[config.mk]
export PLATFORM = sky130hd
export DESIGN_NAME = out_buffer_4x4_2dw
export DESIGN_NICKNAME = d
export VERILOG_FILES = /design/src/rtl/sa_4x4_pkg.sv /design/src/rtl/out_row_store.sv /design/src/rtl/out_buffer_4x4_2dw.sv
export SDC_FILE = /design/constraint.sdc
export NUM_CORES = 1
export LEC_CHECK = 0
export BUFFER_PORTS_ARGS = -buffer_cell sky130_fd_sc_hd__buf_2
export CAP_MARGIN = 20
export CORE_MARGIN = 4
export CORE_UTILIZATION = 45
export CTS_BUF_LIST = sky130_fd_sc_hd__clkbuf_4
export DETAILED_ROUTE_END_ITERATION = 10
export PLACE_DENSITY_LB_ADDON = 0.05
export SETUP_SLACK_MARGIN = 0.2
export SLEW_MARGIN = 20
export SYNTH_ARGS = -nofsm -noshare
export SYNTH_HDL_FRONTEND = slang
export SYNTH_SLANG_ARGS = --single-unit
[constraint.sdc]
create_clock -name clk -period 4.15 [get_ports clk]
set_input_delay 0.415 -clock clk [delete_from_list [all_inputs] [get_ports clk]]
set_output_delay 0.415 -clock clk [all_outputs]
set_load 0.05 [all_outputs]
[src/rtl/sa_4x4_pkg.sv]
// Shared constants and sizing helpers for the 4x4 array output path.
package sa_4x4_pkg;
  localparam int COLS           = 4;
  localparam int DATA_WIDTH_DEF = 16;

  function automatic int cnt_width(input int max_val);
    return $clog2(max_val + 1);
  endfunction

  function automatic int ptr_width(input int depth);
    return (depth > 1) ? $clog2(depth) : 1;
  endfunction
endpackage

[src/rtl/out_row_store.sv]
// ROWS x COLS word register file: whole-row write port, (row, column) read mux.
module out_row_store
  import sa_4x4_pkg::*;
#(
  parameter int DW   = 32,
  parameter int ROWS = 4,
  parameter int PW   = 2
) (
  input  logic          clk,
  input  logic          i_we,
  input  logic [PW-1:0] i_wr_row,
  input  logic [DW-1:0] i_w0,
  input  logic [DW-1:0] i_w1,
  input  logic [DW-1:0] i_w2,
  input  logic [DW-1:0] i_w3,
  input  logic [PW-1:0] i_rd_row,
  input  logic [1:0]    i_rd_col,
  output logic [DW-1:0] o_rd_data
);

  // Storage is deliberately not reset; validity is tracked by the pointers.
  logic [DW-1:0] r_mem [ROWS][COLS];

  always_ff @(posedge clk) begin
    if (i_we) begin
      r_mem[i_wr_row][0] <= i_w0;
      r_mem[i_wr_row][1] <= i_w1;
      r_mem[i_wr_row][2] <= i_w2;
      r_mem[i_wr_row][3] <= i_w3;
    end
  end

  assign o_rd_data = r_mem[i_rd_row][i_rd_col];

endmodule

[src/rtl/out_buffer_4x4_2dw.sv]
// Row-in / word-out show-ahead FIFO for 4x4 array results (2*DATA_WIDTH words).
// Optional sticky overflow/underflow flags: define OUT_BUF_ERR_FLAGS_EN.
module out_buffer_4x4_2dw
  import sa_4x4_pkg::*;
#(
  parameter int DATA_WIDTH = DATA_WIDTH_DEF,
  parameter int ROWS       = 4
) (
  input  logic                              clk,
  input  logic                              rst,
  input  logic [2*DATA_WIDTH-1:0]           in0,
  input  logic [2*DATA_WIDTH-1:0]           in1,
  input  logic [2*DATA_WIDTH-1:0]           in2,
  input  logic [2*DATA_WIDTH-1:0]           in3,
  input  logic                              write,
  input  logic                              read,
  output logic [2*DATA_WIDTH-1:0]           out,
  output logic                              valid,
  output logic                              full,
  output logic                              empty,
  output logic [cnt_width(ROWS*COLS)-1:0]   count,
  output logic                              overflow,
  output logic                              underflow
);

  localparam int W  = 2 * DATA_WIDTH;
  localparam int CW = cnt_width(ROWS * COLS);
  localparam int PW = ptr_width(ROWS);
  localparam int RW = cnt_width(ROWS);

  logic [PW-1:0] r_wr_ptr;
  logic [PW-1:0] r_rd_row;
  logic [1:0]    r_col;
  logic [CW-1:0] r_count;
  logic [RW-1:0] r_rows;

  logic          w_full;
  logic          w_empty;
  logic          w_wr_ok;
  logic          w_rd_ok;
  logic          w_row_done;
  logic [W-1:0]  w_rd_data;

  function automatic logic [PW-1:0] next_ptr(input logic [PW-1:0] p);
    return (p == PW'(ROWS - 1)) ? '0 : p + 1'b1;
  endfunction

  // A partly drained head row still occupies its slot, hence a row counter.
  assign w_full     = (r_rows == RW'(ROWS));
  assign w_empty    = (r_count == '0);
  assign w_wr_ok    = write & ~w_full;
  assign w_rd_ok    = read & ~w_empty;
  assign w_row_done = w_rd_ok & (r_col == 2'd3);

  always_ff @(posedge clk or posedge rst) begin
    if (rst) begin
      r_wr_ptr <= '0;
      r_rd_row <= '0;
      r_col    <= '0;
      r_count  <= '0;
      r_rows   <= '0;
    end else begin
      if (w_wr_ok)    r_wr_ptr <= next_ptr(r_wr_ptr);
      if (w_rd_ok)    r_col    <= r_col + 2'd1;
      if (w_row_done) r_rd_row <= next_ptr(r_rd_row);
      r_count <= r_count + (w_wr_ok ? CW'(4) : CW'(0)) - (w_rd_ok ? CW'(1) : CW'(0));
      r_rows  <= r_rows + RW'(w_wr_ok) - RW'(w_row_done);
    end
  end

  out_row_store #(
    .DW   (W),
    .ROWS (ROWS),
    .PW   (PW)
  ) u_store (
    .clk       (clk),
    .i_we      (w_wr_ok),
    .i_wr_row  (r_wr_ptr),
    .i_w0      (in0),
    .i_w1      (in1),
    .i_w2      (in2),
    .i_w3      (in3),
    .i_rd_row  (r_rd_row),
    .i_rd_col  (r_col),
    .o_rd_data (w_rd_data)
  );

  assign out   = w_empty ? '0 : w_rd_data;
  assign valid = ~w_empty;
  assign full  = w_full;
  assign empty = w_empty;
  assign count = r_count;

`ifdef OUT_BUF_ERR_FLAGS_EN
  logic r_overflow;
  logic r_underflow;

  always_ff @(posedge clk or posedge rst) begin
    if (rst) begin
      r_overflow  <= 1'b0;
      r_underflow <= 1'b0;
    end else begin
      if (write & w_full)  r_overflow  <= 1'b1;
      if (read & w_empty)  r_underflow <= 1'b1;
    end
  end

  assign overflow  = r_overflow;
  assign underflow = r_underflow;
`else
  assign overflow  = 1'b0;
  assign underflow = 1'b0;
`endif

endmodule

Yosys cells after proc, flatten, opt, wreduce, memory -nomap -nowiden
Memories as Yosys holds them, arrays and structs flattened.
Index checks and enable logic that the tools add are counted.
W data, S select, Z words.
- register bits: 14
- RAM bits: 512
- input bits: 132
- output and inout port bits: 42
- logic and storage cells: 35
- memories: 1
- memory list (name ; words ; bits a word ; rd ports ; clocked after Yosys merged registers in ; write ports ; RTL line ; source):
    u_store.r_mem ; 4 ; 128 ; 1 ; 0 ; 1 ; out_row_store.sv:22 ; logic [DW-1:0] r_mem [ROWS][COLS];
- add/subtract/negate cells: 7
- order comparisons: 1
- equal/unequal tests: 4
- mux-type cells: 10
- bitwise logic cells: 6
- reductions and logical operators: 1
- operator list (kind ; count):
    $mux W32 ; 3
    $bmux W32 S2 ; 1
    $add A2 B1 Y2 const B ; 3
    $eq A2 B2 Y1 const B ; 3
    $add A5 B3 Y5 ; 1
    $logic_not A5 Y1 ; 1
    $sub A5 B1 Y5 ; 1
    $mux W2 ; 2
    $add A3 B1 Y3 ; 1
    $and A1 B1 Y1 ; 3
    $eq A3 B3 Y1 const B ; 1
    $ge A3 B3 Y1 const B ; 1
    $mux W1 ; 3
    $mux W3 ; 1
    $not A2 Y3 ; 1
    $sub A3 B1 Y3 ; 1
    $not A1 Y1 ; 2

Logic depth before layout (Yosys ltp)
- depth in word-level cells: 6
- mapped depth: 11
- gate-level depth less buffers: 11

By module
Synthesis repeated with hierarchy kept, for this count alone.
- cells, all modules: 892
- area total of the unflattened synthesis: 20148.1 um^2
- by module, submodules not included (module ; instances ; cells each ; area each (um^2) ; seq. area each (um^2)):
    out_row_store ; 1 ; 788 ; 19133.4 ; 15374.7
    out_buffer_4x4_2dw ; 1 ; 104 ; 1014.7 ; 350.3

Least setup slack after synthesis
Ideal clock, no wire load.
- path kind: flip-flop to flip-flop
- from: register r_rows[2]
- to: memory u_store.r_mem[0][0] in the netlist's numbering, enable pin
- library setup time: 0.502 ns
- arrival: 4.042 ns
- required time: 3.648 ns
- slack: -0.394 ns
- cell stages (with the launch flop): 5
- path buffers: 1
- period minus slack after synthesis: 4.544 ns
- path through: dfrtp_1 > nor3b_1 > nor2b_1 > clkbuf_1 > and2_1
- word-level cells in the longest chain between the ends: 5
- RTL lines (element ; RTL line ; source):
    from (decl) ; out_buffer_4x4_2dw.sv:35 ; logic [RW-1:0] r_rows;
    from (signal assigned) ; out_buffer_4x4_2dw.sv:67 ; r_rows <= r_rows + RW'(w_wr_ok) - RW'(w_row_done);
    $eq A3 B3 Y1 ; out_buffer_4x4_2dw.sv:49 ; assign w_full = (r_rows == RW'(ROWS));
    named net full ; out_buffer_4x4_2dw.sv:19 ; output logic full,
    $not A1 Y1 ; out_buffer_4x4_2dw.sv:51 ; assign w_wr_ok = write & ~w_full;
    $and A1 B1 Y1 ; out_buffer_4x4_2dw.sv:51 ;
    $mux W1 ; out_row_store.sv:25 ; if (i_we) begin
    $mux W1 (not written as such) ; out_row_store.sv:29 ; r_mem[i_wr_row][3] <= i_w3;
    to (decl) ; out_row_store.sv:22 ;
The timed path passes the listed nets, and every way through them passes these cells.

Final worst setup path
- from: register r_count[4] (netlist: count[4])
- to: output out[18]
- word-level cells in the longest chain between the ends: 2
- RTL lines (element ; RTL line ; source):
    from (decl) ; out_buffer_4x4_2dw.sv:34 ; logic [CW-1:0] r_count;
    from (signal assigned) ; out_buffer_4x4_2dw.sv:66 ; r_count <= r_count + (w_wr_ok ? CW'(4) : CW'(0)) - (w_rd_ok ? CW'(1) : CW'(0));
    $logic_not A5 Y1 ; out_buffer_4x4_2dw.sv:50 ; assign w_empty = (r_count == '0);
    $mux W32 ; out_buffer_4x4_2dw.sv:88 ; assign out = w_empty ? '0 : w_rd_data;
    to (decl) ; out_buffer_4x4_2dw.sv:17 ; output logic [2*DATA_WIDTH-1:0] out,
No other way between the ends.

==> impl_metrics.json <==
{
  "synth.area.top_cells": "edfxtp_1 76%, mux4_2 14%, mux2_2 1.9%",
  "hold_viol_final": 0,
  "synth-simple-area-share_pct": 1.569,
  "crit_start": "count[4]",
  "worst_path_max_delay_cell": "or4_4",
  "die_w_um": 220.1,
  "dr.pass1.iters": 4,
  "yosys_warnings": 0,
  "drive_gt1_share_pct": 42.66,
  "place_worst_setup_slack_ps": 1156,
  "netlist_area_sq_um": 20250,
  "initial_core_util_pct": 45.69,
  "crit_family": "simple AND/OR/NAND/NOR gates",
  "worst_path_largest_cell_delay_ps": 560,
  "multi_input_area_sq_um": 4234,
  "gp_congestion": 0.7116,
  "rsz0062_at_grt": "false",
  "synth_mux_area_share_pct": 16.18,
  "cp.buffers_inverters": 2,
  "track_usage_pct": 18.65,
  "drtAntennaViolNets": 0,
  "setup_ws_ps": 444.5,
  "ys_ff_latch": 526,
  "worstSetupPathType": "reg -> out",
  "stdcell_count": 1986,
  "syn_inst": 862,
  "post-dp-hpwl_um": 24620,
  "irDropWorstVdd_uv": 623.4,
  "yosysSeqAreaShare_pct": 77.65,
  "tritoncts": "built",
  "start_kind": "register",
  "final_area_sq_um": 25100,
  "seqCellArea_sq_um": 15740,
  "required_ps": 3730,
  "layout_min_cycle_time_ps": 3706,
  "final_core_util_pct": 56.65,
  "regToRegStartpoint": "count[4]",
  "rrSetupSlack_ps": 1390,
  "antenna_found_initial": 4,
  "synth_edf_count": 512,
  "total_power_mw": 18.51,
  "synth_top_family_by_area": "multiplexers",
  "cts_resized": 0,
  "final_nets": 1434,
  "slew_viol_final": 0,
  "grt_pass1_vias": 11310,
  "route.detailed.drc": 0,
  "syn_to_final_growth_pct": 23.97,
  "cts_buffers": 137,
  "setup_viol": 0,
  "synth.cells.most_frequent": "512 x edfxtp_1, 128 x mux4_2, 35 x mux2_2",
  "timing.rr.end": "r_rows[2]",
  "grt_pass1_wl_um": 66270,
  "max-clock-path-buffers": 3,
  "clkLatencyLatePin_ps": 920,
  "synthAdderAreaFrac_pct": 1.001,
  "arrival_ps": 3290,
  "critPathMaxFanout": 32,
  "overflow": 0,
  "synth_top_area_cell": "edfxtp_1",
  "synth_compound_area_share_pct": 1.736,
  "num_vias": 10200,
  "synthArstFlopShare_pct": 2.662,
  "dpl_cell_area_sq_um": 21950,
  "crit_path_end_kind": "primary output",
  "post-route-period-util_pct": 89.29,
  "synth_top_area_share_pct": 75.92,
  "timing.hold.ws_ps": 144.1,
  "cellPowerDensity_nw_per_um2": 737.4,
  "clock_skew_ps": 37.26,
  "synth_xor_area_share_pct": 0.2595,
  "fmax_ghz": 0.2699,
  "dp.cells": 1606,
  "fillCellCount": 3484,
  "power_leakage_nw": 8.779,
  "worst-path-stages": 6,
  "routedWlPerCell_um": 21.87,
  "finalSetupTns_ps": 0,
  "synthDistinctLibCells": 29,
  "dominantRegCellSynth": "edfxtp_1",
  "clock-sinks": 526,
  "io_buffer_count": 171,
  "rows": 77,
  "use_met3_pct": 5.218,
  "yosysMostFrequentCell": "edfxtp_1",
  "ctsRootBufferMaster": "clkbuf_4",
  "initialDrtViolationCount": 643,
  "syn_area_per_cell_sq_um": 23.49,
  "hold_path.class": "in -> async",
  "grt_util_met2_pct": 29.64,
  "grt_start_max_net_pins": 65,
  "max_cap_viol_count": 0,
  "run_status": "finished clean",
  "busiest_layer": "met2",
  "worst_pin_slew_ps": 715.8,
  "dieArea_sq_um": 48460,
  "routed_wl_um": 43440,
  "clk_pin_slew_ps": 60,
  "num_io_pins": 174,
  "worstRegToRegCells": 11,
  "vias_per_cell": 5.137,
  "fp.coreArea_sq_um": 44320,
  "fp.dieH_um": 220.1,
  "slew_headroom_pct": 52.28,
  "met1_usage_pct": 24.82,
  "htreeDepth": 4,
  "cp_cell_sequence": "or4_4, o21ai_4, buf_4, and2b_1, a221o_1, buf_2"
}
[repair_timing]
item / CTS / global route
setup endpoints to repair: 16 / 0
endpoints found under the hold margin: 533 / 0
buffers inserted: 3 / 0
hold buffers: 131 / 0
[cell usage in the layout, fill, tap and decap left out, types with 2 or more instances in the layout]
| cell type | Yosys | routed |
|---|---|---|
| a221o_1 | 32 | 32 |
| and2_4 | 0 | 4 |
| and2b_1 | 7 | 7 |
| buf_12 | 0 | 11 |
| buf_2 | 16 | 171 |
| buf_4 | 7 | 15 |
| bufinv_16 | 0 | 3 |
| clkbuf_4 | 0 | 207 |
| clkinv_1 | 0 | 23 |
| clkinv_2 | 0 | 4 |
| conb_1 | 1 | 2 |
| dfrtp_1 | 14 | 11 |
| dfrtp_4 | 0 | 3 |
| diode_2 | 0 | 4 |
| dlygate4sd3_1 | 0 | 131 |
| edfxtp_1 | 512 | 512 |
| fa_1 | 2 | 2 |
| ha_1 | 13 | 13 |
| inv_1 | 20 | 20 |
| inv_2 | 0 | 5 |
| mux2_2 | 35 | 35 |
| mux4_2 | 128 | 128 |
| nand2_1 | 3 | 3 |
| nor2_1 | 3 | 2 |
| nor2b_1 | 27 | 27 |
| o21ai_0 | 2 | 2 |
| xnor2_1 | 6 | 6 |
[how the worst max path moves through the flow]
stage                          endpoint  slack, ps
detailed placement              out[29]       1160
CTS                              out[5]        290
finish                          out[18]        440
global route                     out[5]        240
floorplan           u_store.r_mem[0][0]        830
global placement                out[28]       1160
[layout make-up]
cell class              count  area share [%]
flip-flops and latches    526           62.68
multi-input cells         272           16.87
repair buffers            330           10.11
clock buffers             207           6.190
well taps                 592           2.951
clock inverters            35          0.8573
inverters                  20          0.2990
diodes                      4         0.03987
[layer usage]
layer | part of all wire, % | routed length, um
met5 | 0.030 | 13
met4 | 1.6 | 707
met3 | 5.4 | 2358
met2 | 49 | 21470
met1 | 43 | 18890
[cells by family (layout without fill, tap and decap cells)]
kind of cell	Yosys count	count (layout)
AND/OR/NAND/NOR	49	49
multiplexers	163	163
AO/OA/AOI/OAI	37	37
buffers and inverters	65	592
other	1	6
adder cells (fa/ha/maj)	15	15
flip-flops	526	526
XOR/XNOR	6	6
[registers in the layout, summed over array words and instances (netlist names)]
| register | flops |
|---|---|
| count | 5 |
| r_col | 2 |
| r_rd_row | 2 |
| r_rows | 3 |
| r_wr_ptr | 2 |
| u_store.r_mem | 512 |
[where the power goes]
group          internal, mW  switching, mW
Combinational          2.72           3.98
Clock                  2.46           1.99
Sequential             6.99          0.376
[tightest hold or removal path: stages]
cell and delay (ps):
dlygate4sd3_1 530, buf_2 120, inv_1 460
Power figures use the tool's default switching activity.
